[config.mk]
export PLATFORM = sky130hd
export DESIGN_NAME = pfixed_to_pfloat
export DESIGN_NICKNAME = d
export VERILOG_FILES = /design/src/rtl/pfixed_to_pfloat.sv
export SDC_FILE = /design/constraint.sdc
export NUM_CORES = 1
export LEC_CHECK = 0
export ABC_AREA = 1
export BUFFER_PORTS_ARGS = -buffer_cell sky130_fd_sc_hd__buf_4
export CORE_UTILIZATION = 55
export CTS_CLUSTER_SIZE = 40
export DETAILED_ROUTE_END_ITERATION = 6
export PLACE_DENSITY_LB_ADDON = 0.3
export SLEW_MARGIN = 40
export SYNTH_ARGS = -nofsm -noshare
export SYNTH_HDL_FRONTEND = slang
export SYNTH_SLANG_ARGS = --single-unit
[constraint.sdc]
create_clock -name CLK -period 5.6 [get_ports CLK]
set_input_delay 0.56 -clock CLK [delete_from_list [all_inputs] [get_ports CLK]]
set_output_delay 0.56 -clock CLK [all_outputs]
set_load 0.02 [all_outputs]
[src/rtl/pfixed_to_pfloat.sv]
// Sequential converter from signed Q(31-FRAC_BITS).FRAC_BITS fixed point to
// IEEE-754 single precision: one normalising shift per cycle, then round-to-nearest-even.
module pfixed_to_pfloat #(
  parameter int FRAC_BITS = 26
) (
  input  logic        CLK,
  input  logic        RST_FF,
  input  logic        Begin_FSM_FF,
  input  logic [31:0] P,
  output logic        ACK_FF,
  output logic [31:0] F,
  output logic        BUSY,
  output logic [2:0]  dbg_state
);

  // Handshake: Begin_FSM_FF is sampled only while IDLE and otherwise ignored
  // (no queueing); ACK_FF is a registered one-cycle pulse and F holds its value
  // until the next conversion overwrites it.
  typedef enum logic [2:0] {
    IDLE  = 3'd0,
    LOAD  = 3'd1,
    NORM  = 3'd2,
    ROUND = 3'd3,
    PACK  = 3'd4,
    DONE  = 3'd5
  } state_t;

  localparam logic [8:0] EXP_INIT = 9'(127 + 31 - FRAC_BITS);

  state_t      state, state_nx;
  logic        sign;
  logic [31:0] mag;
  logic [8:0]  exp_r;
  logic [22:0] mant;

  logic [31:0] mag_load;
  logic        guard, sticky, round_up;
  logic [23:0] mant_sum;

  assign mag_load = P[31] ? (~P + 32'd1) : P;
  assign guard    = mag[7];
  assign sticky   = |mag[6:0];
  assign round_up = guard & (sticky | mag[8]);
  assign mant_sum = {1'b0, mag[30:8]} + {23'd0, round_up};

  assign BUSY      = (state != IDLE);
  assign dbg_state = state;

  always_comb begin
    state_nx = state;
    case (state)
      IDLE:    if (Begin_FSM_FF) state_nx = LOAD;
      LOAD:    state_nx = (mag_load == 32'd0) ? DONE : NORM;
      NORM:    if (mag[31]) state_nx = ROUND;
      ROUND:   state_nx = PACK;
      PACK:    state_nx = DONE;
      DONE:    state_nx = IDLE;
      default: state_nx = IDLE;
    endcase
  end

  always_ff @(posedge CLK) begin
    if (RST_FF) begin
      state  <= IDLE;
      sign   <= 1'b0;
      mag    <= 32'd0;
      exp_r  <= 9'd0;
      mant   <= 23'd0;
      F      <= 32'd0;
      ACK_FF <= 1'b0;
    end else begin
      state  <= state_nx;
      ACK_FF <= (state == DONE);
      case (state)
        LOAD: begin
          sign  <= P[31];
          mag   <= mag_load;
          exp_r <= EXP_INIT;
          // Zero has no leading one to find; it bypasses normalisation as +0.
          if (mag_load == 32'd0) F <= 32'd0;
        end
        NORM: begin
          if (!mag[31]) begin
            mag   <= mag << 1;
            exp_r <= exp_r - 9'd1;
          end
        end
        ROUND: begin
          // A carry out of the mantissa leaves it at zero and bumps the exponent.
          mant <= mant_sum[22:0];
          if (mant_sum[23]) exp_r <= exp_r + 9'd1;
        end
        PACK: F <= {sign, exp_r[7:0], mant};
        default: ;
      endcase
    end
  end

endmodule

==> metrics.md, run 1 <==
| Metric | Value |
|---|---|
| Critical Path Start Type | `flop` |
| Least-Margin Pin Slew | `~0.65 ns` |
| RePlAce Congestion | `roughly 0.94` |
| Number of vias per cell | `5.19` |
| CP required | `5.83 ns` |
| Post-detail-place hpwl | `between 9000 and 10000 um` |
| Most used routing layer | `met2` |
| Critical path arrival | `3.41 ns` |
| Total CTS buffers | `9` |
| Die Wd | `~110 um` |
| CTS Root Cell | `clkbuf_8` |
| Std-Cell Rows | `37` |
| Setup Skew | `0.0110 ns` |
| Crit path kind | `flop to flop` |
| Remaining Overflow, GRT | `0` |
| Warnings from Yosys | `0` |
| Cts repair resizes | `0` |
| Power density over the cells | `~280 mW/mm2` |
| CTS clk-pin slew, worst paths | `around 0.1 ns` |
| Yosys top cell area share | `33.8%` |
| Routed wire length | `13400 um` |
| Area Overhead vs Synth | `12.5%` |
| Met3 global-route usage | `3.83%` |
| VDD IR-drop max | `0.000140 V` |
| Total chip power | `between 1500 and 2000 uW` |
| Post-synth EDFFs | `0` |
| Most frequent cell after synthesis | `nand2_1` |
| Vias | `5750` |
| Ys async rst share | `0%` |
| Ratio of cells with drive above 1 in the final layout | `14.2%` |
| Worst-Skew Late Latency | `0.37 ns` |
| Status | `finished, final reports clean` |
| Setup TNS | `0 ns` |
| CTS tree | `built` |
| Mapped Cells | `919` |
| Setup crit end kind | `flop` |
| Slew headroom | `56.8%` |
| H-tree levels | `3` |
| Most frequent cells after synthesis | `271 x nand2_1, 108 x nor2_1, 100 x dfxtp_1` |
| Buffers on Ports | `71` |
| Number of global-route vias before repair | `5152` |
| Met2 usage | `40.8%` |
| Setup slack, reg-to-reg | `2.42 ns` |
| All-Layer GR Usage | `25.5%` |
| Synth Area per Inst | `6.45 um2` |
| Drc violations | `0` |
| Static Leak | `0.00293 uW` |
| I/O pins | `approximately 70` |
| Mapped Nets | `963` |
| First-pass GRT wire length | `23400 um` |
| Top cell type by total area after synthesis | `dfxtp_1` |
| WL per Instance | `12.1 um` |
| Setup Fix Bufs, Post-CTS | `0` |
| Core Footprint | `0.0104 mm2` |
| Antenna violations before repair | `0` |
| Max_cap viols | `0` |
| Antenna Cells | `0` |
| Post-synth cell types | `38` |
| Post-synth top flop | `dfxtp_1` |
| Netlist Area Pre-Place | `between 0.005 and 0.006 mm2` |
| Drt pass-1 iters | `5` |
| Post-route minimum period | `3.18 ns` |
| Synthesized flop and latch total | `100` |
| Fin crit share | `56.8%` |
| CTS Hold Buffers Added | `0` |
| Final Slew Violations | `0` |
| Clock tree sinks | `100` |
| Final ANT Viol Nets | `0` |
| Die area | `0.0112 mm2` |
| Number of failing hold endpoints at the final stage | `0` |
| Iteration-0 DRC Markers | `between 300 and 400` |
| Die height | `106 um` |
| Sequential fraction of the synthesis area | `~34%` |
| Largest net degree at the start of global routing | `86` |
| Nets@finish | `approximately 1.0k` |
| Synth top area cells | `dfxtp_1 34%, nand2_1 17%, nor2_1 6.8%` |
| Fmax | `314 MHz` |
| Worst Path Max Fanout | `36` |
| Setup-failing EPs final | `0` |
| RSZ-0062 raised after global routing | `no` |
| Hold_ws | `between 0.4 and 0.5 ns` |
| Global routing met1 resource utilization | `35.2%` |
| Longest Clk Path Bufs | `2` |
| Starting Density | `between 50% and 60%` |
| Worst hold-check path type | `flop to flop` |
==> flip-flops by register name (all words and copies together) (netlist names) <==
signal     cells
F             32
mag           32
mant          23
exp_r          8
dbg_state      3
ACK_FF         1
sign           1
==> worst paths after layout <==
| check | start | endpoint | depth (start not counted) |
|---|---|---|---|
| worst max-delay path | dbg_state[1]$_SDFFE_PP0P_ | exp_r[6]$_SDFFE_PP0P_ | 14 |
| worst min-delay path | mant[21]$_SDFFE_PP0P_ | F[21]$_SDFFE_PP0P_ | 2 |
| worst min register to register | mant[21]$_SDFFE_PP0P_ | F[21]$_SDFFE_PP0P_ | 2 |
| worst max register to register | dbg_state[1]$_SDFFE_PP0P_ | exp_r[6]$_SDFFE_PP0P_ | 14 |
==> power by group <==
group          switching [uW]  leakage (uW)  internal [uW]
registers                89.9      0.000811            795
clock network             251     0.0000957            187
logic                     361       0.00202            198
total                     702       0.00293           1180
==> layer usage <==
metal	wire [um]	share of wire [%]	vias up
met5	0	0	-
met4	187	1.4	0
met3	716	5.3	15
met2	5930	44	155
met1	6580	49	2531
li1	-	-	3049
==> critical path, stage by stage, from the launching register on <==
cell      delay [ns]
dfxtp_1         0.47
inv_1           0.16
nor3_4          0.12
buf_4           0.35
inv_1           0.40
ha_1            0.44
inv_1           0.08
o21ai_0         0.08
a31oi_1         0.16
inv_1           0.08
a21oi_1         0.15
o21bai_1        0.10
or2_2           0.29
nand3_1         0.08
a21oi_1         0.06
==> area by class of cell <==
class                   count  area, um2
clock inverters             5       35.0
clock buffers              11        151
repair buffers             75        567
fillers                   994       3700
well taps                 136        170
flip-flops and latches    100       2000
inverters                  94        353
multi-input cells         686       3390
==> layout by cell type, fill, tap and decap left out, types with 5 or more instances in the layout <==
cell type / count
nand2_1: 271
a21oi_1: 53
dfxtp_1: 100
a31oi_1: 30
inv_1: 88
clkbuf_8: 11
buf_4: 74
xnor2_1: 5
nand2_2: 9
nor2_1: 108
nand3_1: 77
nand3_2: 8
inv_2: 6
nor3_1: 6
nor2_2: 6
ha_1: 8
xor2_1: 18
nand4_1: 10
o21ai_0: 39
==> cells by family (layout without fill, tap and decap cells) <==
| logic type | count (synthesis) | in the layout | synth area share [%] |
|---|---|---|---|
| DFF | 100 | 100 | 33.8 |
| adders and majority gates | 9 | 9 | 2.03 |
| and+or+nand+nor | 519 | 519 | 39.0 |
| AOI/OAI and AO/OA | 135 | 135 | 12.7 |
| xor gates and xnor gates | 23 | 23 | 3.40 |
| buffers and inverters | 133 | 185 | 9.10 |
==> per-stage QoR <==
step	utilization [%]	worst slack [ns]	instances	area, um2
detailed placement	62.5	2.42	1091	6480
CTS	64.3	2.40	1107	6670
finish	64.3	2.42	1107	6670
floorplan	-	2.69	919	5930
global placement	62.5	2.50	1091	6480
global route	64.3	2.11	1107	6670
Note: power is estimated with default switching activity, not from simulation.
==> run 2, diff against run 1 <==
clock period = 3.3 ns   (was 5.6 ns; I/O delays follow)
==> run 2 against run 1 <==
Compared with the run above: flip-flop and latch count did not move; cell area rose by 0.36%; clock skew rose by 0.0026 ns; critical path type unchanged; critical endpoint is now exp_r[7]$_SDFFE_PP0P_; largest power group unchanged; global-route usage rose by 0.70 points; setup slack got worse by 1.8 ns; core utilization rose by 0.23 points.
==> metrics.md, run 2 (synthesis gave the netlist of run 1 again) <==
| Metric | Value |
|---|---|
| CP required | `3.61 ns (was 5.83 ns)` |
| Core Footprint | `0.0104 mm2 (unchanged)` |
| WL per Instance | `12.5 um (was 12.1 um)` |
| Die Wd | `106 um (unchanged)` |
| Crit-path cells | `inv_1, nor3_4, inv_1, buf_4, ha_1, nand3_1, nand3_1, nand2_1, nand2_1, a21oi_1, o21bai_1, a21oi_1, xor2_1, nor2_1, nor2_1 (was inv_1, nor3_4, buf_4, inv_1, ha_1, inv_1, o21ai_0, a31oi_1, inv_1, a21oi_1, o21bai_1, or2_2, nand3_1, a21oi_1)` |
| Ratio of cells with drive above 1 in the final layout | `14.4% (was 14.2%)` |
| Number of vias per cell | `5.27 (was 5.19)` |
| Buffers on Ports | `71 (unchanged)` |
| Slowest stage delay, CP | `0.48 ns (was 0.47 ns)` |
| Pre-CTS WS | `0.320 ns (was 2.42 ns)` |
| Starting Density | `57.1% (unchanged)` |
| Drc violations | `0 (unchanged)` |
| CTS tree | `built (unchanged)` |
| Antenna Cells | `0 (unchanged)` |
| Commonest non-fill, non-tap cell in the layout | `nand2_1 (unchanged)` |
| Critical Path Start Type | `flop (unchanged)` |
| Total CTS buffers | `9 (unchanged)` |
| Slew headroom | `59.0% (was 56.8%)` |
| Total chip power | `3250 uW (was 1880 uW)` |
| Setup TNS | `0 ns (unchanged)` |
| CTS clk-pin slew, worst paths | `0.10 ns (about the same)` |
| Utilization after layout | `64.5% (was 64.3%)` |
| Iteration-0 DRC Markers | `408 (was 344)` |
| Max_cap viols | `0 (unchanged)` |
| RSZ-0062 raised after global routing | `no (unchanged)` |
| CTS Root Cell | `clkbuf_8 (unchanged)` |
| Drt pass-1 iters | `7 (was 5)` |
| Post-route minimum period | `2.65 ns (was 3.18 ns)` |
| Fin crit share | `80.2% (was 56.8%)` |
| Die height | `106 um (unchanged)` |
| Final Slew Violations | `0 (unchanged)` |
| Setup crit end kind | `flop (unchanged)` |
| Most frequent cells in the layout | `271 x nand2_1, 108 x nor2_1, 100 x dfxtp_1, 88 x inv_1 (was 271 x nand2_1, 108 x nor2_1, 100 x dfxtp_1, 88 x inv_1, 77 x nand3_1)` |
| Antenna violations before repair | `0 (unchanged)` |
| Clock tree sinks | `100 (unchanged)` |
| Reg2reg path depth | `15 (was 14)` |
| All-Layer GR Usage | `26.2% (was 25.5%)` |
| Fmax | `378 MHz (was 314 MHz)` |
| Number of global-route vias before repair | `5262 (was 5152)` |
| CP top delay family | `buffers and inverters (unchanged)` |
| Number of failing hold endpoints at the final stage | `0 (unchanged)` |
| Setup-failing EPs final | `0 (unchanged)` |
| Longest Clk Path Bufs | `2 (unchanged)` |
| Nets@finish | `1012 (was 1010)` |
| Remaining Overflow, GRT | `0 (unchanged)` |
| VDD IR-drop max | `0.000223 V (was 0.000140 V)` |
| H-tree levels | `3 (unchanged)` |
| Area Overhead vs Synth | `12.9% (was 12.5%)` |
| Final ANT Viol Nets | `0 (unchanged)` |
| Least-Margin Pin Slew | `0.613 ns (was 0.648 ns)` |
| RePlAce Congestion | `0.959 (was 0.938)` |
| Crit path depth | `15 (was 14)` |
| Setup Fix Bufs, Post-CTS | `0 (unchanged)` |
| Static Leak | `0.00294 uW (was 0.00293 uW)` |
| Die area | `0.0112 mm2 (unchanged)` |
| Vias | `5849 (was 5750)` |
| # fillers | `967 (was 994)` |
| Setup slack, reg-to-reg | `0.65 ns (was 2.42 ns)` |
| Regs by FF count | `F (32), mag (32), mant (23) (unchanged)` |
| Largest net degree at the start of global routing | `53 (was 86)` |
| First-pass GRT wire length | `24200 um (was 23400 um)` |
| Worst hold-check path type | `primary input to flop (was flop to flop)` |
| Worst-Skew Late Latency | `0.36 ns (was 0.37 ns)` |
| Worst hold stages | `3 (was 2)` |
| Crit path kind | `flop to flop (unchanged)` |
| CP bufs+invs | `3 (was 5)` |
| Std-Cell Rows | `37 (unchanged)` |
| CTS Hold Buffers Added | `0 (unchanged)` |
| Critical path arrival | `2.95 ns (was 3.41 ns)` |
| I/O pins | `72 (unchanged)` |
| Final worst setup slack | `0.654 ns (was 2.42 ns)` |
| Power density over the cells | `486 mW/mm2 (was 282 mW/mm2)` |
| Routed wire length | `13800 um (was 13400 um)` |
| Hold_ws | `0.236 ns (was 0.470 ns)` |
| Setup Skew | `0.0136 ns (was 0.0110 ns)` |
| Worst Path Max Fanout | `14 (was 36)` |
| Slowest CP cell | `dfxtp_1 (unchanged)` |
| Post-detail-place hpwl | `10100 um (was 9840 um)` |
| Status | `finished, final reports clean (unchanged)` |
| Cts repair resizes | `0 (unchanged)` |
-- run 2: cell types whose count changed in the layout (fill, tap and decap cells not counted) --
cell and change:
buf_4 +3, buf_6 -1, bufinv_16 +1, inv_8 +1
clkbuf_8 -2, clkinv_4 -1, clkinvlp_4 +1
-- run 2: final timing paths --
kind	start	endpoint
worst max-delay path	dbg_state[1]$_SDFFE_PP0P_	exp_r[7]$_SDFFE_PP0P_
worst min-delay path	P[0]	mag[0]$_SDFFE_PP0P_
worst max register to register	dbg_state[1]$_SDFFE_PP0P_	exp_r[7]$_SDFFE_PP0P_
worst min register to register	sign$_SDFFE_PP0P_	F[31]$_SDFFE_PP0P_
-- run 2: layer usage --
layer | GRT usage, % | routed length (um)
met5 | 0 | 0
met4 | 9.62 | 246
met3 | 2.66 | 692
met2 | 41.6 | 6170
met1 | 36.7 | 6730
-- run 2: cell type report --
type	count	area, um2	share of cell area, %
Multi-Input combinational cell	686	3390	50.7
Sequential cell	100	2000	29.9
Clock buffer	9	124	1.85
Tap cell	136	170	2.54
Inverter	94	353	5.27
Clock inverter	7	75.1	1.12
Timing Repair Buffer	77	578	8.64
-- run 2: stage by stage --
stage          instance area [um2]  std cells
6_report                      6690       1109
5_1_grt                       6690       1109
4_1_cts                       6690       1109
3_5_place_dp                  6490       1093
3_3_place_gp                  6490       1093
2_1_floorplan                 5930        919
-- run 2: worst reg2reg max path, stage by stage (launching register included) --
cell and delay (ns):
dfxtp_1 0.48, inv_1 0.16, nor3_4 0.15, inv_1 0.19, buf_4 0.24, ha_1 0.27
nand3_1 0.10, nand3_1 0.08, nand2_1 0.08, nand2_1 0.05, a21oi_1 0.22, o21bai_1 0.09
a21oi_1 0.16, xor2_1 0.17, nor2_1 0.06, nor2_1 0.08
-- run 2: where the power goes --
| part | leakage (uW) | switching [uW] | internal [uW] |
|---|---|---|---|
| Combinational | 0.00203 | 620 | 337 |
| Sequential | 0.000811 | 151 | 1350 |
| Clock | 0.0000975 | 436 | 356 |
